File: src/rtl/imem_loader.sv
// Instruction-memory loader: length-prefixed byte stream -> 32-bit LE word writes; core held in reset until loaded.
// Latency: mem_we one cycle after a word's 4th byte; in_ready low outside LEN_LO/LEN_HI/DATA, so the source holds bytes.
module imem_loader #(
    parameter int unsigned MAX_WORDS = 256,
    parameter logic [31:0] BASE_ADDR = 32'h0000_0000
) (
    input  logic        clk,
    input  logic        reset,
    input  logic        start,
    input  logic [7:0]  in_data,
    input  logic        in_valid,
    output logic        in_ready,
    output logic        mem_we,
    output logic [31:0] mem_addr,
    output logic [31:0] mem_wdata,
    output logic        core_run,
    output logic        done,
    output logic        error,
    output logic [15:0] words_loaded
);

    typedef enum logic [2:0] {
        S_IDLE   = 3'd0,
        S_LEN_LO = 3'd1,
        S_LEN_HI = 3'd2,
        S_DATA   = 3'd3,
        S_WRITE  = 3'd4,
        S_DONE   = 3'd5,
        S_ERR    = 3'd6
    } state_t;

    localparam logic [16:0] MAX_LEN = 17'(MAX_WORDS);

    state_t      state_q, state_d;
    logic [15:0] len_q, len_d;
    logic [1:0]  byte_cnt_q, byte_cnt_d;
    logic [23:0] word_q, word_d;
    logic [15:0] words_q, words_d;
    logic        mem_we_q, mem_we_d;
    logic [31:0] mem_addr_q, mem_addr_d;
    logic [31:0] mem_wdata_q, mem_wdata_d;

    logic        xfer;
    logic [15:0] len_full;
    logic [15:0] words_inc;

    assign in_ready  = (state_q == S_LEN_LO) || (state_q == S_LEN_HI) || (state_q == S_DATA);
    assign xfer      = in_valid && in_ready;
    assign len_full  = {in_data, len_q[7:0]};
    assign words_inc = words_q + 16'd1;

    always_comb begin
        state_d     = state_q;
        len_d       = len_q;
        byte_cnt_d  = byte_cnt_q;
        word_d      = word_q;
        words_d     = words_q;
        mem_we_d    = 1'b0;
        mem_addr_d  = mem_addr_q;
        mem_wdata_d = mem_wdata_q;

        case (state_q)
            S_IDLE, S_DONE, S_ERR: begin
                if (start) begin
                    state_d = S_LEN_LO;
                    words_d = 16'd0;
                end
            end
            S_LEN_LO: begin
                if (xfer) begin
                    len_d[7:0] = in_data;
                    state_d    = S_LEN_HI;
                end
            end
            S_LEN_HI: begin
                if (xfer) begin
                    len_d = len_full;
                    if (len_full == 16'd0) begin
                        state_d = S_DONE;
                    end else if ({1'b0, len_full} > MAX_LEN) begin
                        state_d = S_ERR;
                    end else begin
                        state_d    = S_DATA;
                        byte_cnt_d = 2'd0;
                    end
                end
            end
            S_DATA: begin
                if (xfer) begin
                    byte_cnt_d = byte_cnt_q + 2'd1;
                    case (byte_cnt_q)
                        2'd0: word_d[7:0]   = in_data;
                        2'd1: word_d[15:8]  = in_data;
                        2'd2: word_d[23:16] = in_data;
                        default: begin
                            // Lane 3 goes straight into the write register; no need to store it.
                            mem_we_d    = 1'b1;
                            mem_addr_d  = BASE_ADDR + {14'd0, words_q, 2'b00};
                            mem_wdata_d = {in_data, word_q};
                            state_d     = S_WRITE;
                        end
                    endcase
                end
            end
            S_WRITE: begin
                words_d = words_inc;
                state_d = (words_inc == len_q) ? S_DONE : S_DATA;
            end
            default: state_d = S_IDLE;
        endcase
    end

    always_ff @(posedge clk) begin
        if (!reset) begin
            state_q     <= S_IDLE;
            len_q       <= 16'd0;
            byte_cnt_q  <= 2'd0;
            word_q      <= 24'd0;
            words_q     <= 16'd0;
            mem_we_q    <= 1'b0;
            mem_addr_q  <= 32'd0;
            mem_wdata_q <= 32'd0;
        end else begin
            state_q     <= state_d;
            len_q       <= len_d;
            byte_cnt_q  <= byte_cnt_d;
            word_q      <= word_d;
            words_q     <= words_d;
            mem_we_q    <= mem_we_d;
            mem_addr_q  <= mem_addr_d;
            mem_wdata_q <= mem_wdata_d;
        end
    end

    assign mem_we       = mem_we_q;
    assign mem_addr     = mem_addr_q;
    assign mem_wdata    = mem_wdata_q;
    assign core_run     = (state_q == S_DONE);
    assign done         = (state_q == S_DONE);
    assign error        = (state_q == S_ERR);
    assign words_loaded = words_q;

    // The write strobe is registered alongside the state, so the two must always agree.
    a_we_in_write: assert property (@(posedge clk) disable iff (!reset)
        mem_we_q == (state_q == S_WRITE));
    a_words_bound: assert property (@(posedge clk) disable iff (!reset)
        (state_q == S_DATA || state_q == S_WRITE) |-> words_q < len_q);

endmodule

File: config.mk
export PLATFORM = sky130hd
export DESIGN_NAME = imem_loader
export DESIGN_NICKNAME = d
export VERILOG_FILES = /design/src/rtl/imem_loader.sv
export SDC_FILE = /design/constraint.sdc
export NUM_CORES = 1
export LEC_CHECK = 0
export CORE_ASPECT_RATIO = 0.5
export CORE_UTILIZATION = 40
export DETAILED_ROUTE_END_ITERATION = 10
export GPL_TIMING_DRIVEN = 0
export SLEW_MARGIN = 40
export SYNTH_ARGS = -nofsm -noshare
export SYNTH_HDL_FRONTEND = slang
export SYNTH_SLANG_ARGS = --single-unit
File: constraint.sdc
create_clock -name clk -period 2.9 [get_ports clk]
set_input_delay 0.435 -clock clk [delete_from_list [all_inputs] [get_ports clk]]
set_output_delay 0.435 -clock clk [all_outputs]
set_load 0.05 [all_outputs]
==> results of run 1 <==
-- cell usage after synthesis, types with 2 or more instances --
cell	n
nand2_1	157
dfxtp_1	110
a21oi_1	105
nor2_1	35
nand3_1	34
clkbuf_1	30
buf_4	20
xnor2_1	17
buf_2	10
mux2i_1	8
o21ai_0	8
o21ai_1	8
inv_1	7
nor4_1	7
nor3_1	6
ha_1	5
or3_1	5
a211oi_1	4
nand2b_1	4
nand4_1	4
xor2_1	4
a22oi_1	3
a31oi_1	3
and2_1	3
and3_1	3
a2111oi_2	2
and2_2	2
and3_2	2
clkbuf_8	2
nand3b_1	2
nand4_2	2
nor2b_1	2
-- metal layers --
metal	up-vias	track usage, %	wire (um)
met5	-	0	0
met4	0	4.48	123
met3	13	4.90	682
met2	115	35.5	5960
met1	2196	29.0	6920
li1	2358	-	-
-- flip-flops by register name, indices dropped and copies added (netlist names) --
signal,count
words_loaded,16
mem_addr,16
state_q,3
byte_cnt_q,2
word_q,24
mem_we,1
len_q,16
mem_wdata,32
-- stage by stage --
| step | area [um2] | std cells | worst slack [ns] | utilization, % | hold WS [ns] |
|---|---|---|---|---|---|
| 2_1_floorplan | 5030 | 655 | 0.438 | - | 0.432 |
| 3_3_place_gp | 6040 | 900 | 0.224 | 50.4 | 0.443 |
| 3_5_place_dp | 6050 | 900 | 0.225 | 50.5 | 0.447 |
| 4_1_cts | 6350 | 915 | 0.152 | 53.0 | 0.458 |
| 5_1_grt | 6350 | 915 | 0.0673 | 53.0 | 0.473 |
| 6_report | 6350 | 915 | 0.149 | 53.0 | 0.454 |
-- placed cells by master (no fill, tap or decap), drive strengths merged, types with 2 or more instances in the layout --
master and n:
a2111oi 3, a211oi 4, a21oi 105, a22oi 3
a31oi 3, and2 5, and3 5, and4 2
buf 30, clkbuf 41, clkdlybuf4s50 80, conb 16
dfxtp 110, ha 5, inv 12, mux2i 8
nand2 158, nand2b 4, nand3 34, nand3b 2
nand4 6, nor2 36, nor2b 2, nor3 6
nor4 7, o21ai 16, or3 6, xnor2 17
xor2 4
-- cell type report --
cell class | count | area, um2
buffer | 62 | 340
timing repair buffer | 80 | 801
tap | 165 | 206
inverter | 8 | 30.0
multi-input combinational | 475 | 2470
fill | 1202 | 5640
clock inverter | 6 | 73.8
clock buffer | 9 | 225
sequential | 110 | 2200
-- how the worst min path moves through the flow --
stage                       from  slack [ns]       endpoint  cells past startpoint
floorplan              word_q[0]        0.43   mem_wdata[0]                      2
global placement     mem_addr[7]        0.44    mem_addr[7]                      2
detailed placement    word_q[19]        0.45  mem_wdata[19]                      2
CTS                    word_q[1]        0.46   mem_wdata[1]                      2
global route        mem_addr[12]        0.47   mem_addr[12]                      2
finish               mem_addr[9]        0.45    mem_addr[9]                      2
-- cell families after synthesis --
logic type | count (synthesis)
other | 1
buffers and inverters | 70
xor gates and xnor gates | 21
adders and majority gates | 6
AOI/OAI and AO/OA | 148
DFF | 110
and+or+nand+nor | 276
muxes | 8
-- worst max-delay path, cell delays in order (launching register included) --
cell and delay [ns]:
dfxtp_1 0.44, clkbuf_1 0.39, and3_1 0.25, buf_4 0.11, clkdlybuf4s50_1 0.78
-- power by group through the flow --
stage / Sequential [mW] / Clock, mW / Combinational [mW]
2_1_floorplan: 1.64 / 0 / 0.596
3_3_place_gp: 1.64 / 0 / 0.803
3_5_place_dp: 1.64 / 0 / 0.809
4_1_cts: 1.61 / 1.30 / 0.813
5_1_grt: 1.62 / 1.37 / 0.891
6_report: 1.61 / 1.27 / 0.822
==> impl_metrics.csv, run 1 <==
group,metric,value,unit
run_status,outcome,"completed",
cts,cts_buffers,9,
power_and_ir_drop,power_frac_clock,34.3,%
final_layout,nets,763,
cts,cts_sinks,110,
routing,wire_per_inst,15.0,um
routing,drt_iter0_drc,217,
floorplanning,initial_utilization,41.6,%
setup_path,critPathLaunchType,"register",
global_routing,grt_pass1_vias,4163,
global_routing,grt_pass1_wl,21700,um
cts,clock_latency,0.35,ns
setup_path,criticalPathCategory,"register to output port",
sta,fin_skew,0.0105,ns
routing,antenna_left,0,
power_and_ir_drop,p_int,2.53,mW
sta,rsz0062_at_grt,"false",
setup_path,required,2.47,ns
sta,min_period_over_period,94.9,%
final_layout,drive_above_1_share,8.40,%
setup_path,cp-endpoint,"done",
cts,cts-htree-levels,3,
floorplanning,dieArea,0.0129,mm2
global_routing,antenna_found_initial,0,
yosys,synth_top_area_share,44.2,%
cts,clockRootBuffer,"clkbuf_16",
yosys,synth_simple_gate_area_share,24.7,%
sta,relSlewSlack,46.3,%
yosys,netlist_top_cells_area,"dfxtp_1 (44%), nand2_1 (12%), a21oi_1 (11%)",
yosys,syn_area,0.00498,mm2
final_layout,areaGrowthSynthToFinish,27.5,%
yosys,synth_top_family_by_area,"simple AND/OR/NAND/NOR gates",
yosys,async_flop_share,0,%
global_routing,grt_usage,21.5,%
yosys,synth_xor_area_share,3.69,%
floorplanning,core_area,0.0120,mm2
routing,drc_errors,0,
setup_path,startpoint,"state_q[2]",
cts,clkTransAtPathRegs,0.07,ns
yosys,ys_ff_latch,110,
power_and_ir_drop,p_seq_share,43.5,%
yosys,yosys_warnings,0,
sta,setup_violations,0,
routing,drtPass1Iterations,4,
setup_path,worst_r2r_path_depth,7,
place,gp_congestion,0.919,
yosys,synth.yosys.seq_area_share,44.2,%
min_path,hold_class,"register to register",
cts,cts_buffer_depth,2,
sta,final_max_slew_viol_count,0,
setup_path,crit_path_end_kind,"output port",
setup_path,crit_fanout,10,
power_and_ir_drop,power.total,3.70,mW
yosys,synth_edf_count,0,
sta,tns,0,ns
sta,worstMarginPinSlew,0.806,ns
cts,cts_tree,"built",
yosys,synth_adder_area_share,1.46,%
setup_path,arrival,2.32,ns
final_layout,n_antenna_cell,0,
power_and_ir_drop,power.switching,1.17,mW
sta,fmaxAchievable,363,MHz
place,port_buffers,80,
setup_path,regToRegStartpoint,"words_loaded[1]",
cts,ctsHoldBuffers,0,
cts,postCtsResizedCells,0,
power_and_ir_drop,power_leakage,2.18,nW
power_and_ir_drop,powerDensity,583,mW/mm2
yosys,netlist_instances,640,
yosys,synth_compound_area_share,16.8,%
power_and_ir_drop,ir_worst_vdd,0.301,mV
floorplanning,die_w,160,um
sta,hold_viol,0,
routing,viasPerCell,5.12,
sta,finalCriticalPeriod,2.75,ns
global_routing,grt_overflow,0,
place,dp_hpwl,9820,um
power_and_ir_drop,power_frac_comb,22.2,%
floorplanning,io_pins,97,
yosys,synthMuxAreaShare,1.61,%
floorplanning,die_h,80.9,um
routing,wl,13700,um
setup_path,timing.rr.end,"state_q[1]",
power_and_ir_drop,sw_frac_of_total,31.7,%
floorplanning,fp-row-count,28,
run,maxCapViolCount,0,
routing,vias,4682,
yosys,yosysTopAreaCell,"dfxtp_1",
global_routing,grt_max_degree,20,
cts,cts_setup_buffers,0,
yosys,ys_types,58,
yosys,synth_flop_cell,"dfxtp_1",
setup_path,rrSetupSlack,0.31,ns
yosys,avgSynthCellArea,7.78,um2
Note: power is estimated with default switching activity, not from simulation.
==> run 2, diff against run 1 <==
Settings changed: CORE_UTILIZATION 40 to 30.
==> impl_metrics.csv, run 2 (same netlist as run 1, synthesis figures left out) <==
group,metric,value,unit
routing,drtPass1Iterations,5,
setup_path,required,3.16,ns
place,gp_congestion,0.920,
place,port_buffers,80,
run,maxCapViolCount,0,
routing,vias,4630,
cts,postCtsResizedCells,0,
cts,ctsHoldBuffers,0,
floorplanning,io_pins,97,
routing,wire_per_inst,14.2,um
final_layout,largest_register_ff_count,32,
sta,worstMarginPinSlew,0.729,ns
floorplanning,die_h,93.1,um
routing,wl,13800,um
power_and_ir_drop,ir_worst_vdd,0.272,mV
global_routing,antenna_found_initial,0,
cts,cts_sinks,110,
power_and_ir_drop,powerDensity,572,mW/mm2
final_layout,drive_above_1_share,8.52,%
final_layout,areaGrowthSynthToFinish,28.9,%
setup_path,crit_path_end_kind,"register",
power_and_ir_drop,power_leakage,2.19,nW
sta,fmaxAchievable,358,MHz
setup_path,crit_fanout,7,
cts,cts-htree-levels,3,
floorplanning,die_w,184,um
min_path,hold_class,"register to register",
power_and_ir_drop,power.total,3.67,mW
min_path,min_to,"mem_wdata[15]",
global_routing,grtUsageMet1,22.3,%
setup_path,timing.rr.end,"state_q[1]",
sta,fin_skew,0.0104,ns
sta,tns,0,ns
sta,hold_viol,0,
cts,cts_buffers,9,
sta,setup_violations,0,
setup_path,critPathLaunchType,"register",
final_layout,nets,763,
setup_path,regToRegStartpoint,"words_loaded[1]",
global_routing,grt_pass1_vias,4326,
setup_path,criticalPathCategory,"register to register",
floorplanning,initial_utilization,31.5,%
global_routing,gr-usage-met3,4.13,%
cts,clkTransAtPathRegs,0.08,ns
global_routing,grt_pass1_wl,22400,um
routing,antenna_left,0,
place,dp_hpwl,10100,um
cts,cts_setup_buffers,0,
floorplanning,dieArea,0.0171,mm2
cts,cts_tree,"built",
setup_path,rrSetupSlack,0.10,ns
final_layout,most-common-layout-cells,"nand2_1 (157), dfxtp_1 (110), a21oi_1 (105)",
cts,clockRootBuffer,"clkbuf_16",
global_routing,grt_max_degree,21,
routing,drt_iter0_drc,353,
sta,finalCriticalPeriod,2.80,ns
sta,final_max_slew_viol_count,0,
global_routing,grt-busiest-layer,"met2",
floorplanning,fp-row-count,32,
sta,min_period_over_period,96.4,%
cts,cts_buffer_depth,2,
routing,drc_errors,0,
cts,clock_latency,0.35,ns
setup_path,arrival,3.05,ns
floorplanning,core_area,0.0158,mm2
min_path,hold_start,"word_q[15]",
sta,relSlewSlack,51.4,%
global_routing,grt_overflow,0,
final_layout,n_antenna_cell,0,
sta,rsz0062_at_grt,"false",
routing,viasPerCell,4.76,
global_routing,grtUsageMet2,26.7,%
min_path,whs_path_depth,2,
global_routing,grt_usage,16.7,%
final_layout,final_common_cell,"nand2_1",
setup_path,worst_r2r_path_depth,7,
run_status,outcome,"completed",
## run 2: cell types whose count changed in the layout (fill, tap and decap cells not counted), sizes merged
cell,previous run,this run
clkinv,1,3
bufinv,1,0
clkbuf,41,42
inv,12,11
## run 2: critical path, stage by stage (launching register included)
cell     delay [ns]
dfxtp_1        0.49
ha_1           0.34
nand3_1        0.28
nor4_1         0.69
xnor2_1        0.12
nor3_1         0.33
nand4_1        0.20
a31o_1         0.25
## run 2: layer usage
| layer | vias up | part of all wire (%) |
|---|---|---|
| met5 | - | 0 |
| met4 | 0 | 1.0 |
| met3 | 11 | 5.9 |
| met2 | 106 | 44 |
| met1 | 2157 | 49 |
| li1 | 2356 | - |
## run 2: through the flow
stage,setup WS [ns],hold WS (ns),instance area (um2),std cells,utilization (%)
after global placement,0.230,0.445,6110,956,38.6
after detailed placement,0.213,0.445,6110,956,38.6
final,0.105,0.446,6420,972,40.6
after CTS,0.206,0.449,6410,972,40.6
after global routing,0.0233,0.474,6420,972,40.6
after floorplan,0.438,0.432,5030,655,-
## run 2: layout make-up
class	count	area, um2
clock buffer	10	239
timing repair buffer	80	801
tap	221	277
clock inverter	6	62.6
multi-input combinational	475	2470
fill	1658	9400
buffer	62	340
inverter	8	30.0
sequential	110	2200
## run 2: where the power goes
part	internal [mW]	switching [mW]	leakage, nW
combinational	0.282	0.528	1.15
sequential	1.56	0.0463	0.887
clock	0.630	0.622	0.148
## run 2: worst max-delay path by stage
stage / startpoint / endpoint / slack, ns
2_1_floorplan: words_loaded[1] / state_q[1] / 0.44
3_3_place_gp: words_loaded[1] / state_q[1] / 0.23
3_5_place_dp: words_loaded[1] / state_q[1] / 0.21
4_1_cts: state_q[2] / done / 0.21
5_1_grt: words_loaded[1] / state_q[1] / 0.02
6_report: words_loaded[1] / state_q[1] / 0.10
